[config.mk]
export PLATFORM = sky130hd
export DESIGN_NAME = fifo_share_ctrl
export DESIGN_NICKNAME = d
export VERILOG_FILES = /design/src/rtl/fifo_share_ctrl.sv
export SDC_FILE = /design/constraint.sdc
export NUM_CORES = 1
export LEC_CHECK = 0
export ABC_CLOCK_PERIOD_IN_PS = 2700
export CORE_MARGIN = 3
export CORE_UTILIZATION = 41
export CTS_CLUSTER_SIZE = 28
export DETAILED_ROUTE_END_ITERATION = 10
export PLACE_DENSITY = 0.79
export SLEW_MARGIN = 5
export SYNTH_ARGS = -nofsm -noshare
export SYNTH_HDL_FRONTEND = slang
export SYNTH_SLANG_ARGS = --single-unit
[constraint.sdc]
create_clock -name clock -period 2.7 [get_ports clock]
set_input_delay 0.54 -clock clock [delete_from_list [all_inputs] [get_ports clock]]
set_output_delay 0.54 -clock clock [all_outputs]
set_load 0.01 [all_outputs]
[src/rtl/fifo_share_ctrl.sv]
// fifo_share_ctrl: shares one push/pop FIFO among NREQ producers and a single
// consumer. Producer pushes are arbitrated and interleaved with consumer pops;
// at most one FIFO operation is issued per cycle. Occupancy is tracked locally
// and any disagreement with the FIFO's full/empty flags raises a sticky error.
//
// Build option: define FIFO_SHARE_FIXED_PRIO_EN for fixed-priority push
// selection (lowest index wins). Otherwise selection is round-robin.
//
// Ports:
//   clock, reset_n   clock (rising edge), async active-low reset
//   req              per-producer push request
//   reqData          producer k data at [k*(MSBD+1) +: MSBD+1]
//   gnt              one-hot grant, producer pushed this cycle
//   popReq, popAck   consumer pop request / pop issued this cycle
//   fifoPush/Pop     FIFO command strobes
//   fifoDataIn       FIFO write data, holds between pushes
//   fifoFull/Empty   FIFO status flags
//   count            tracked occupancy 0..LAST+1
//   mismatch         sticky flag: FIFO flags disagree with count
module fifo_share_ctrl #(
  parameter int unsigned MSBD = 3,
  parameter int unsigned LAST = 4,
  parameter int unsigned MSBA = 3,
  parameter int unsigned NREQ = 2
) (
  input  logic                     clock,
  input  logic                     reset_n,
  input  logic [NREQ-1:0]          req,
  input  logic [NREQ*(MSBD+1)-1:0] reqData,
  output logic [NREQ-1:0]          gnt,
  input  logic                     popReq,
  output logic                     popAck,
  output logic                     fifoPush,
  output logic                     fifoPop,
  output logic [MSBD:0]            fifoDataIn,
  input  logic                     fifoFull,
  input  logic                     fifoEmpty,
  output logic [MSBA+1:0]          count,
  output logic                     mismatch
);

  localparam int unsigned DW = MSBD + 1;
  localparam int unsigned CW = MSBA + 2;
  localparam logic [CW-1:0] CNT_FULL = CW'(LAST + 1);

  // Encoding keeps push/pop strobes as direct state flop bits.
  typedef enum logic [1:0] {
    ST_IDLE = 2'b00,
    ST_PUSH = 2'b01,
    ST_POP  = 2'b10
  } state_e;

  typedef enum logic {
    OP_POP  = 1'b0,
    OP_PUSH = 1'b1
  } op_e;

  state_e         state_q, state_d;
  op_e            last_op_q, last_op_d;
  logic [NREQ-1:0] gnt_q, gnt_d;
  logic [DW-1:0]  data_q, data_d;
  logic [CW-1:0]  count_q, count_d;
  logic           mismatch_q, mismatch_d;

  logic [NREQ-1:0] elig;
  logic            push_cand;
  logic            pop_cand;
  logic            found;
  int unsigned     sel;

`ifndef FIFO_SHARE_FIXED_PRIO_EN
  localparam int unsigned PTR_W = (NREQ > 1) ? $clog2(NREQ) : 1;
  logic [PTR_W-1:0] rr_q, rr_d;
`endif

  // Next-state, arbitration and occupancy tracking.
  always_comb begin
    state_d    = ST_IDLE;
    last_op_d  = last_op_q;
    gnt_d      = '0;
    data_d     = data_q;
    count_d    = count_q;
    found      = 1'b0;
    sel        = 0;
`ifndef FIFO_SHARE_FIXED_PRIO_EN
    rr_d       = rr_q;
`endif

    // Occupancy after the operation issued this cycle takes effect.
    if (state_q == ST_PUSH) begin
      count_d = count_q + CW'(1);
    end else if (state_q == ST_POP) begin
      count_d = count_q - CW'(1);
    end

    mismatch_d = mismatch_q
               | (fifoFull  != (count_q == CNT_FULL))
               | (fifoEmpty != (count_q == '0));

    // Gate on projected occupancy so an in-flight op cannot over/underflow.
    elig      = req & ~gnt_q;
    push_cand = (|elig) && (count_d != CNT_FULL);
    pop_cand  = popReq && (count_d != '0) && (state_q != ST_POP);

`ifdef FIFO_SHARE_FIXED_PRIO_EN
    for (int unsigned k = 0; k < NREQ; k++) begin
      if (!found && elig[k]) begin
        found = 1'b1;
        sel   = k;
      end
    end
`else
    for (int unsigned i = 0; i < NREQ; i++) begin
      for (int unsigned k = 0; k < NREQ; k++) begin
        if (!found && elig[k] && (k == (32'(rr_q) + i) % NREQ)) begin
          found = 1'b1;
          sel   = k;
        end
      end
    end
`endif

    if (push_cand && pop_cand) begin
      state_d = (last_op_q == OP_PUSH) ? ST_POP : ST_PUSH;
    end else if (push_cand) begin
      state_d = ST_PUSH;
    end else if (pop_cand) begin
      state_d = ST_POP;
    end

    case (state_d)
      ST_PUSH: begin
        last_op_d = OP_PUSH;
        for (int unsigned k = 0; k < NREQ; k++) begin
          if (k == sel) begin
            gnt_d[k] = 1'b1;
            data_d   = reqData[k*DW +: DW];
          end
        end
`ifndef FIFO_SHARE_FIXED_PRIO_EN
        rr_d = PTR_W'((sel + 1) % NREQ);
`endif
      end
      ST_POP: begin
        last_op_d = OP_POP;
      end
      default: ;
    endcase
  end

  // State and output registers.
  always_ff @(posedge clock or negedge reset_n) begin
    if (!reset_n) begin
      state_q    <= ST_IDLE;
      last_op_q  <= OP_POP;
      gnt_q      <= '0;
      data_q     <= '0;
      count_q    <= '0;
      mismatch_q <= 1'b0;
`ifndef FIFO_SHARE_FIXED_PRIO_EN
      rr_q       <= '0;
`endif
    end else begin
      state_q    <= state_d;
      last_op_q  <= last_op_d;
      gnt_q      <= gnt_d;
      data_q     <= data_d;
      count_q    <= count_d;
      mismatch_q <= mismatch_d;
`ifndef FIFO_SHARE_FIXED_PRIO_EN
      rr_q       <= rr_d;
`endif
    end
  end

  assign gnt        = gnt_q;
  assign fifoPush   = state_q[0];
  assign fifoPop    = state_q[1];
  assign popAck     = state_q[1];
  assign fifoDataIn = data_q;
  assign count      = count_q;
  assign mismatch   = mismatch_q;

endmodule

==> flow_metrics.env <==
export IMPL_cts_buffer_depth=2
export IMPL_max_freq_mhz=390
export IMPL_dieArea_sq_um=2930
export IMPL_fin_nets=146
export IMPL_required_ns=2.90
export IMPL_final_common_cell="clkdlybuf4s50_1"
export IMPL_ant_nets=0
export IMPL_detailed_place_hpwl_um=1690
export IMPL_fin_ws_ns=0.134
export IMPL_syn_inst=91
export IMPL_synth_fp_nets=111
export IMPL_reg2reg_depth=9
export IMPL_rows=16
export IMPL_grt_overflow=0
export IMPL_cts_sinks=16
export IMPL_endpoint_kind="register"
export IMPL_drc=0
export IMPL_pre_cts_slack_ns=0.0772
export IMPL_min_period_over_period=0.951
export IMPL_r2r_start="state_q[0]$_DFF_PN0_"
export IMPL_htreeDepth=1
export IMPL_crit_start="state_q[0]$_DFF_PN0_"
export IMPL_clock_skew_ns=0.0127
export IMPL_hold_violations=0
export IMPL_period_minus_slack_ns=2.57
export IMPL_worstPathMaxFanout=7
export IMPL_post_route_util=0.657
export IMPL_routed_via_density=5.27
export IMPL_syn_to_final_growth_pct=43.8
export IMPL_die_x_um=54.2
export IMPL_maxSlewViolCount=0
export IMPL_p_leak_nw=0.555
export IMPL_first_pass_iters=4
export IMPL_startpoint_type="register"
export IMPL_synth_edff_count=0
export IMPL_min_path_type="register to register"
export IMPL_antennaDiodeCount=0
export IMPL_grt_total_usage=0.157
export IMPL_synthFlopType="dfrtp_1"
export IMPL_power_density_nw_per_um2=1230
export IMPL_numCtsBuffers=3
export IMPL_async_flop_share=1.00
export IMPL_grt_max_degree=17
export IMPL_yosysWarnings=0
export IMPL_finalWeightedCongestion=0.990
export IMPL_place_area_sq_um=1270
export IMPL_final_cell_mix="29 x clkdlybuf4s50_1, 16 x dfrtp_1, 9 x nor2_1"
export IMPL_ioPinCount=30
export IMPL_min_path_cells=1
export IMPL_tightest_slew_ns=0.691
export IMPL_wirelength_um=2190
export IMPL_cts_root_buf="clkbuf_4"
export IMPL_status="complete, no violations"
export IMPL_min_delay_start="mismatch$_DFF_PN0_"
export IMPL_antenna_found_initial=0
export IMPL_syn_mean_instance_area_sq_um=10.4
export IMPL_die_h_um=54.2
export IMPL_relSlewSlack=0.538
export IMPL_initial_core_util=0.457
export IMPL_cap_violations=0
export IMPL_core_area_sq_um=2080
export IMPL_ys_ff_latch=16
export IMPL_grt_pass1_vias=726
export IMPL_yosysUniqueCellTypes=37
export IMPL_syn_area_sq_um=951
export IMPL_final_area_sq_um=1370
export IMPL_ys_seq_area_frac=0.421
export IMPL_clk_latency_ns=0.29
export IMPL_wl_per_cell_um=14.4
export IMPL_setup_viol=0
export IMPL_grt_pass1_wl_um=3300
export IMPL_cts_hold_buffers=0
export IMPL_rrSetupSlack_ns=0.13
export IMPL_cts_tree="yes"
export IMPL_criticalPathCategory="register to register"
export IMPL_drt_iter0_drc=22
export IMPL_num_vias=801
export IMPL_worst_ep_arrival_time_ns=2.77
export IMPL_io_buffers=29
export IMPL_ir_drop_mv=0.733
export IMPL_drive_above_1_share=0.152
export IMPL_cts_clk_slew_worst_paths_ns=0.10
-- what timing repair did --
action,4_1_cts,5_1_grt
resized for setup,0,8
setup endpoints to repair,0,7
setup buffers,0,1
-- critical path: stages, from the launching register on --
cell and delay (ns):
dfrtp_1 0.49, nand2b_1 0.29, o221a_1 0.29, o32a_1 0.30, o41a_1 0.43, a21oi_2 0.18
ha_2 0.20, buf_4 0.13, nor2_1 0.04, a21oi_1 0.12
-- cell type report --
| type | instances | area [sq um] |
|---|---|---|
| sequential | 16 | 400 |
| tap | 27 | 33.8 |
| multi-input combinational | 69 | 566 |
| timing repair buffer | 33 | 320 |
| fill | 183 | 714 |
| clock buffer | 4 | 36.3 |
| inverter | 3 | 11.3 |
-- through the flow --
step           cells  hold slack (ns)  total power, mW  setup TNS, ns
6_report         152            0.480             1.68              0
3_5_place_dp     147            0.464             1.43              0
2_1_floorplan     91            0.244             1.05              0
5_1_grt          152            0.507             1.82        -0.0292
4_1_cts          151            0.490             1.59              0
3_3_place_gp     147            0.453             1.39              0
-- Yosys cell counts (2+ instances only) --
master / number / area [sq um]
dfrtp_1: 16 / 400
nor2_1: 9 / 33.8
a21oi_1: 6 / 30.0
ha_1: 5 / 62.6
o21ai_0: 5 / 25.0
mux2i_1: 4 / 40.0
nand2_1: 4 / 15.0
nand2b_1: 4 / 25.0
inv_1: 3 / 11.3
xnor2_1: 3 / 26.3
and2_1: 2 / 12.5
nand3_1: 2 / 10.0
nor2b_1: 2 / 12.5
nor3_1: 2 / 10.0
xor2_1: 2 / 17.5
-- flip-flops by register name, indices dropped and copies added (netlist names) --
signal and cells:
rr_q 1, last_op_q 1, gnt 2, fifoDataIn 4, state_q 2, mismatch 1, count 5
-- final timing paths --
check                                       endpoint
max in group asynchronous         count[0]$_DFF_PN0_
max reg2reg                fifoDataIn[1]$_DFFE_PN0N_
min in group asynchronous         count[2]$_DFF_PN0_
min                               mismatch$_DFF_PN0_
min reg2reg                       mismatch$_DFF_PN0_
max                        fifoDataIn[1]$_DFFE_PN0N_
-- power by group --
part | switching [mW] | internal (mW)
registers | 0.142 | 0.353
clock network | 0.0721 | 0.0821
logic | 0.503 | 0.525
total | 0.718 | 0.961
-- per-layer routing --
| metal | track usage | routed length (um) | vias up |
|---|---|---|---|
| li1 | - | - | 393 |
| met1 | 0.193 | 898 | 376 |
| met2 | 0.265 | 1160 | 32 |
| met3 | 0.0582 | 124 | 0 |
| met4 | 0.0249 | 0 | 0 |
| met5 | 0 | 0 | - |
-- cell families (layout without fill, tap and decap cells) --
kind of cell,Yosys count,in the layout,share of synthesized area
AO/OA/AOI/OAI,24,24,0.200
XOR/XNOR,5,5,0.0461
adder cells (fa/ha/maj),5,5,0.0658
buffers and inverters,6,40,0.0355
flip-flops,16,16,0.421
multiplexers,5,5,0.0539
AND/OR/NAND/NOR,30,30,0.178
Note: power is estimated with default switching activity, not from simulation.
